<file path="src/rtl/memory_arbiter.sv">
// Arbitrates the single RAM port between instruction fetch and data access.
// Data has priority; a starvation counter bounds how long an instruction fetch can wait.
module memory_arbiter #(
  parameter int unsigned ADDR_W     = 32,
  parameter int unsigned DATA_W     = 32,
  parameter int unsigned STARVE_MAX = 4
) (
  input  logic              CLK,
  input  logic              RST,
  // instruction requester
  input  logic              iREN,
  input  logic [ADDR_W-1:0] iaddr,
  output logic              ihit,
  output logic [DATA_W-1:0] iload,
  // data requester
  input  logic              dREN,
  input  logic              dWEN,
  input  logic [ADDR_W-1:0] daddr,
  input  logic [DATA_W-1:0] dstore,
  output logic              dhit,
  output logic [DATA_W-1:0] dload,
  // RAM port
  output logic              ram_ren,
  output logic              ram_wen,
  output logic [ADDR_W-1:0] ram_addr,
  output logic [DATA_W-1:0] ram_store,
  input  logic [DATA_W-1:0] ram_load,
  input  logic              ram_ready,
  output logic              busy
);

  localparam logic [3:0] StarveMax = 4'(STARVE_MAX);

  typedef enum logic [1:0] {StIdle, StIacc, StDacc} state_e;

  state_e              state_q, state_d;
  logic [3:0]          starve_cnt_q, starve_cnt_d;
  logic                ram_ren_q, ram_ren_d;
  logic                ram_wen_q, ram_wen_d;
  logic [ADDR_W-1:0]   ram_addr_q, ram_addr_d;
  logic [DATA_W-1:0]   ram_store_q, ram_store_d;

  logic data_req;
  logic data_grant;
  logic instr_grant;
  logic idle;
  logic acc_done;

  assign idle        = (state_q == StIdle);
  assign data_req    = dREN | dWEN;
  // Data wins unless the waiting fetch has already been passed over StarveMax times.
  assign data_grant  = idle & data_req & (~iREN | (starve_cnt_q < StarveMax));
  assign instr_grant = idle & ~data_grant & iREN;
  assign acc_done    = ~idle & ram_ready;

  // ---------------------------------------------------------------------------
  // FSM: state register
  // ---------------------------------------------------------------------------
  always_ff @(posedge CLK or posedge RST) begin
    if (RST) begin
      state_q <= StIdle;
    end else begin
      state_q <= state_d;
    end
  end

  // ---------------------------------------------------------------------------
  // FSM: next state
  // ---------------------------------------------------------------------------
  always_comb begin
    state_d = state_q;
    case (state_q)
      StIdle: begin
        if (data_grant) begin
          state_d = StDacc;
        end else if (instr_grant) begin
          state_d = StIacc;
        end
      end
      StIacc, StDacc: begin
        if (ram_ready) begin
          state_d = StIdle;
        end
      end
      default: state_d = StIdle;
    endcase
  end

  // ---------------------------------------------------------------------------
  // FSM: outputs
  // ---------------------------------------------------------------------------
  always_comb begin
    busy  = ~idle;
    ihit  = (state_q == StIacc) & ram_ready;
    dhit  = (state_q == StDacc) & ram_ready;
    iload = ram_load;
    dload = ram_load;
  end

  // ---------------------------------------------------------------------------
  // Starvation counter
  // ---------------------------------------------------------------------------
  always_comb begin
    starve_cnt_d = starve_cnt_q;
    if (idle) begin
      if (!iREN || instr_grant) begin
        starve_cnt_d = 4'd0;
      end else if (data_grant) begin
        starve_cnt_d = (starve_cnt_q == 4'hf) ? 4'hf : starve_cnt_q + 4'd1;
      end
    end
  end

  always_ff @(posedge CLK or posedge RST) begin
    if (RST) begin
      starve_cnt_q <= 4'd0;
    end else begin
      starve_cnt_q <= starve_cnt_d;
    end
  end

  // ---------------------------------------------------------------------------
  // Registered RAM strobes, captured once at grant and held for the access
  // ---------------------------------------------------------------------------
  always_comb begin
    ram_ren_d   = ram_ren_q;
    ram_wen_d   = ram_wen_q;
    ram_addr_d  = ram_addr_q;
    ram_store_d = ram_store_q;
    if (data_grant) begin
      ram_addr_d  = daddr;
      ram_store_d = dstore;
      ram_wen_d   = dWEN;
      ram_ren_d   = dREN & ~dWEN;
    end else if (instr_grant) begin
      ram_addr_d  = iaddr;
      ram_ren_d   = 1'b1;
      ram_wen_d   = 1'b0;
    end else if (acc_done) begin
      ram_ren_d   = 1'b0;
      ram_wen_d   = 1'b0;
    end
  end

  always_ff @(posedge CLK or posedge RST) begin
    if (RST) begin
      ram_ren_q   <= 1'b0;
      ram_wen_q   <= 1'b0;
      ram_addr_q  <= '0;
      ram_store_q <= '0;
    end else begin
      ram_ren_q   <= ram_ren_d;
      ram_wen_q   <= ram_wen_d;
      ram_addr_q  <= ram_addr_d;
      ram_store_q <= ram_store_d;
    end
  end

  assign ram_ren   = ram_ren_q;
  assign ram_wen   = ram_wen_q;
  assign ram_addr  = ram_addr_q;
  assign ram_store = ram_store_q;

  hits_exclusive_a: assert property (@(posedge CLK) disable iff (RST) !(ihit && dhit));
  strobes_exclusive_a: assert property (@(posedge CLK) disable iff (RST) !(ram_ren && ram_wen));

endmodule

</file>
<file path="config.mk">
export PLATFORM = sky130hd
export DESIGN_NAME = memory_arbiter
export DESIGN_NICKNAME = d
export VERILOG_FILES = /design/src/rtl/memory_arbiter.sv
export SDC_FILE = /design/constraint.sdc
export NUM_CORES = 1
export LEC_CHECK = 0
export ABC_AREA = 1
export BUFFER_PORTS_ARGS = -buffer_cell sky130_fd_sc_hd__buf_2
export CAP_MARGIN = 0
export CORE_MARGIN = 3
export CORE_UTILIZATION = 42
export CTS_BUF_LIST = sky130_fd_sc_hd__clkbuf_16
export CTS_CLUSTER_SIZE = 14
export DETAILED_ROUTE_END_ITERATION = 12
export GPL_ROUTABILITY_DRIVEN = 0
export PLACE_DENSITY = 0.81
export SLEW_MARGIN = 10
export SYNTH_ARGS = -nofsm -noshare
export SYNTH_HDL_FRONTEND = slang
export SYNTH_SLANG_ARGS = --single-unit
</file>
<file path="constraint.sdc">
create_clock -name CLK -period 3.2 [get_ports CLK]
set_input_delay 0.96 -clock CLK [delete_from_list [all_inputs] [get_ports CLK]]
set_output_delay 0.96 -clock CLK [all_outputs]
set_load 0.005 [all_outputs]
</file>
==> out/qor.tcl <==
set qor(status) {finished, final reports clean}
set qor(layoutNonFillerInstCount) 717
set qor(synth_mux_area_frac) 0
set qor(global_route_wire_length_before_repair_mm) 14.7
set qor(power.density_nw_per_um2) 946
set qor(total_switching_power_uw) 1760
set qor(clkTransAtPathRegs_ns) 0.06
set qor(synth_async_sr_flop_share) 1.00
set qor(post_synthesis_sequential_element_count) 72
set qor(numCtsBuffers) 9
set qor(clk-insertion-delay-late_ns) 0.32
set qor(count_of_mapped_cells_out_of_synthesis) 504
set qor(grt_overflow_total) 0
set qor(ctsResizeCount) 0
set qor(finalSetupViolCount) 0
set qor(setup-tns-final_ns) 0
set qor(effective_utilization_at_floorplan) 0.441
set qor(synth-edff-count) 0
set qor(finalCriticalPeriod_ns) 2.43
set qor(stdcell_area_um2) 4660
set qor(placedCellCount) 701
set qor(post_dp_cell_area_um2) 4390
set qor(synthXorXnorAreaFrac) 0
set qor(cts.path.max_buffers) 2
set qor(timing.clock.skew_ns) 0.00533
set qor(multiInputGateArea_um2) 1380
set qor(place.port_buffers) 170
set qor(die_area_um2) 10600
set qor(core.rowCount) 34
set qor(die_width_um) 103
set qor(dp.final_hpwl_mm) 6.90
set qor(clock_power_share) 0.197
set qor(worstHoldPathType) {reg -> reg}
set qor(largest_family_of_logic_cells_by_synthesized_area) {simple AND/OR/NAND/NOR gates}
set qor(grt_pass1_vias) 3212
set qor(route.final.wire_length_mm) 9.34
set qor(number_of_diodes) 0
set qor(met3_usage) 0.0487
set qor(timing.max_slew.rel_slack) 0.452
set qor(detail_route.wl_per_cell_um) 13.0
set qor(avgSynthCellArea_um2) 7.82
set qor(layout-drive-gt1-share) 0.323
set qor(worst_slew_pin_slew_ns) 0.819
set qor(rr_worst_depth) 8
set qor(register_area_um2) 1800
set qor(report.power.total_uw) 4410
set qor(synthesis.area_um2) 3940
set qor(ys_seq_area_frac) 0.457
set qor(whs_ns) 0.473
set qor(cts_tree) {done}
set qor(clock-root-buffer) {sky130_fd_sc_hd__clkbuf_16}
set qor(all_layer_gr_usage) 0.175
set qor(die_y_um) 103
set qor(grtUsageMet2) 0.304
set qor(rsz0062_at_grt) {false}
set qor(cts.sinks) 72
set qor(maximum_clock_frequency_ghz) 0.411
set qor(dr_vias_cell) 4.74
set qor(route.detailed.drc) 0
set qor(global_route.usage.met1) 0.203
set qor(endpoint_kind) {output pin}
set qor(grt_max_degree) 40
set qor(required_worst_endpoint_ns) 2.24
set qor(rrSetupSlack_ns) 1.17
set qor(areaGrowthSynthToFinish_pct) 18.3
set qor(synth_top_area_cell) {sky130_fd_sc_hd__dfrtp_1}
set qor(synthMostInstantiatedCell) {sky130_fd_sc_hd__nand2_1}
set qor(post_cts.repair.setup_buffers) 0
set qor(combPwrFrac) 0.440
set qor(fillCellCount) 872
set qor(synth_adder_area_share) 0.0127
set qor(timing.final.hold_violations) 0
set qor(worst-endpoint-arrival_ns) 1.47
set qor(hold-path-cell-count) 2
set qor(cap_viol_max_count) 0
set qor(critical_path_fanouts_max) 7
set qor(power.ir.vdd_worst_v) 0.000361
set qor(core_um2) 8930
set qor(detail-route-antenna-nets) 0
set qor(number_of_antenna_violations_at_the_first_check_in_global_routing) 0
set qor(finalCritPeriodShare) 0.761
set qor(power.share.sequential) 0.363
set qor(synthSimpleGateAreaFrac) 0.320
set qor(leading_post_synthesis_cells_by_cell_area) {sky130_fd_sc_hd__dfrtp_1 46%, sky130_fd_sc_hd__nand2_1 20%, sky130_fd_sc_hd__buf_4 13%}
set qor(ports) 267
set qor(drt_pre_antenna_iters) 4
set qor(timing_max_transition_violations_final) 0
set qor(grt_busiest_layer) {met2}
set qor(synth_compound_area_frac) 0.0130
set qor(netSwitchingFraction) 0.398
set qor(startpoint_class_of_the_critical_path) {register}
set qor(yosysTopAreaCellShare) 0.457
set qor(internal_power_uw) 2650
set qor(synth_common_cells) {210 x sky130_fd_sc_hd__nand2_1, 72 x sky130_fd_sc_hd__dfrtp_1, 67 x sky130_fd_sc_hd__buf_4}
set qor(worstSetupPathType) {reg -> out}
set qor(cts.htree.levels) 3
set qor(nets) 742
set qor(synthesis.nets) 642
set qor(synth_top_flop_cell) {sky130_fd_sc_hd__dfrtp_1}
set qor(detailroute.via_count) 3397
set qor(power.leakage_uw) 0.00277
set qor(hold_buffers) 0
set qor(synth.lib_cells_used.distinct) 20
set qor(drt-initial-drc-count) 132
set qor(synth_warnings) 0
[cell families (layout without fill, tap and decap cells)]
kind of cell / Yosys count / after routing
AND/OR/NAND/NOR: 287 / 287
buffers and inverters: 133 / 238
flip-flops: 72 / 72
AO/OA/AOI/OAI: 8 / 8
adder cells (fa/ha/maj): 4 / 4
[through the flow]
| stage | setup WS [ns] | util |
|---|---|---|
| finish | 0.766 | 0.522 |
| global route | 0.669 | 0.522 |
| CTS | 0.759 | 0.521 |
| detailed placement | 0.530 | 0.492 |
| global placement | 0.641 | 0.492 |
| floorplan | 0.415 | - |
[worst max-delay path: stages, from the launching register on]
cell	delay, ns
sky130_fd_sc_hd__dfrtp_1	0.40
sky130_fd_sc_hd__inv_1	0.09
sky130_fd_sc_hd__ha_1	0.33
sky130_fd_sc_hd__inv_2	0.17
sky130_fd_sc_hd__buf_2	0.17
[layout by cell type (no fill, tap or decap), drive strengths merged]
cell	netlist	layout
nand2	211	211
buf	79	176
dfrtp	72	72
inv	46	46
nand3	40	40
nand3b	32	32
clkbuf	8	9
o21ai	7	7
ha	4	4
clkinv	0	4
clkinvlp	0	3
nor2	3	3
o31ai	1	1
nand4	1	1
[power by group through the flow]
stage	Combinational (µW)	Clock, µW	Sequential, µW
after floorplan	1230	0	1640
after global placement	1900	0	1590
after detailed placement	1980	0	1610
after CTS	1980	902	1600
after global routing	2220	941	1660
final	1940	870	1600
[path summary, 6_finish.rpt]
check	end	startpoint
worst min-delay path	ram_store[27]	ram_store[27]
max in group asynchronous	starve_cnt_q[1]	RST
worst max register to register	starve_cnt_q[2]	state_q[0]
worst min register to register	ram_store[27]	ram_store[27]
worst max-delay path	busy	state_q[0]
min in group asynchronous	ram_store[15]	RST
[metal layers]
layer | up-vias | routed length (µm) | share of wire
met2 | 129 | 4800 | 0.51
met1 | 1572 | 3680 | 0.39
met5 | - | 0 | 0
met4 | 0 | 150 | 0.016
met3 | 22 | 711 | 0.076
li1 | 1674 | - | -
[state kept, by name, summed over array words and instances, names as in the netlist]
name and count:
ram_addr 32, ram_store 32, starve_cnt_q 4, state_q 2
ram_ren 1, ram_wen 1
[layout make-up]
type	count	area share
repair buffers	176	0.195
flip-flops and latches	72	0.386
multi-input cells	299	0.296
inverters	46	0.0370
well taps	108	0.0290
clock buffers	9	0.0483
clock inverters	7	0.00832
(Power assumes the default switching activity.)
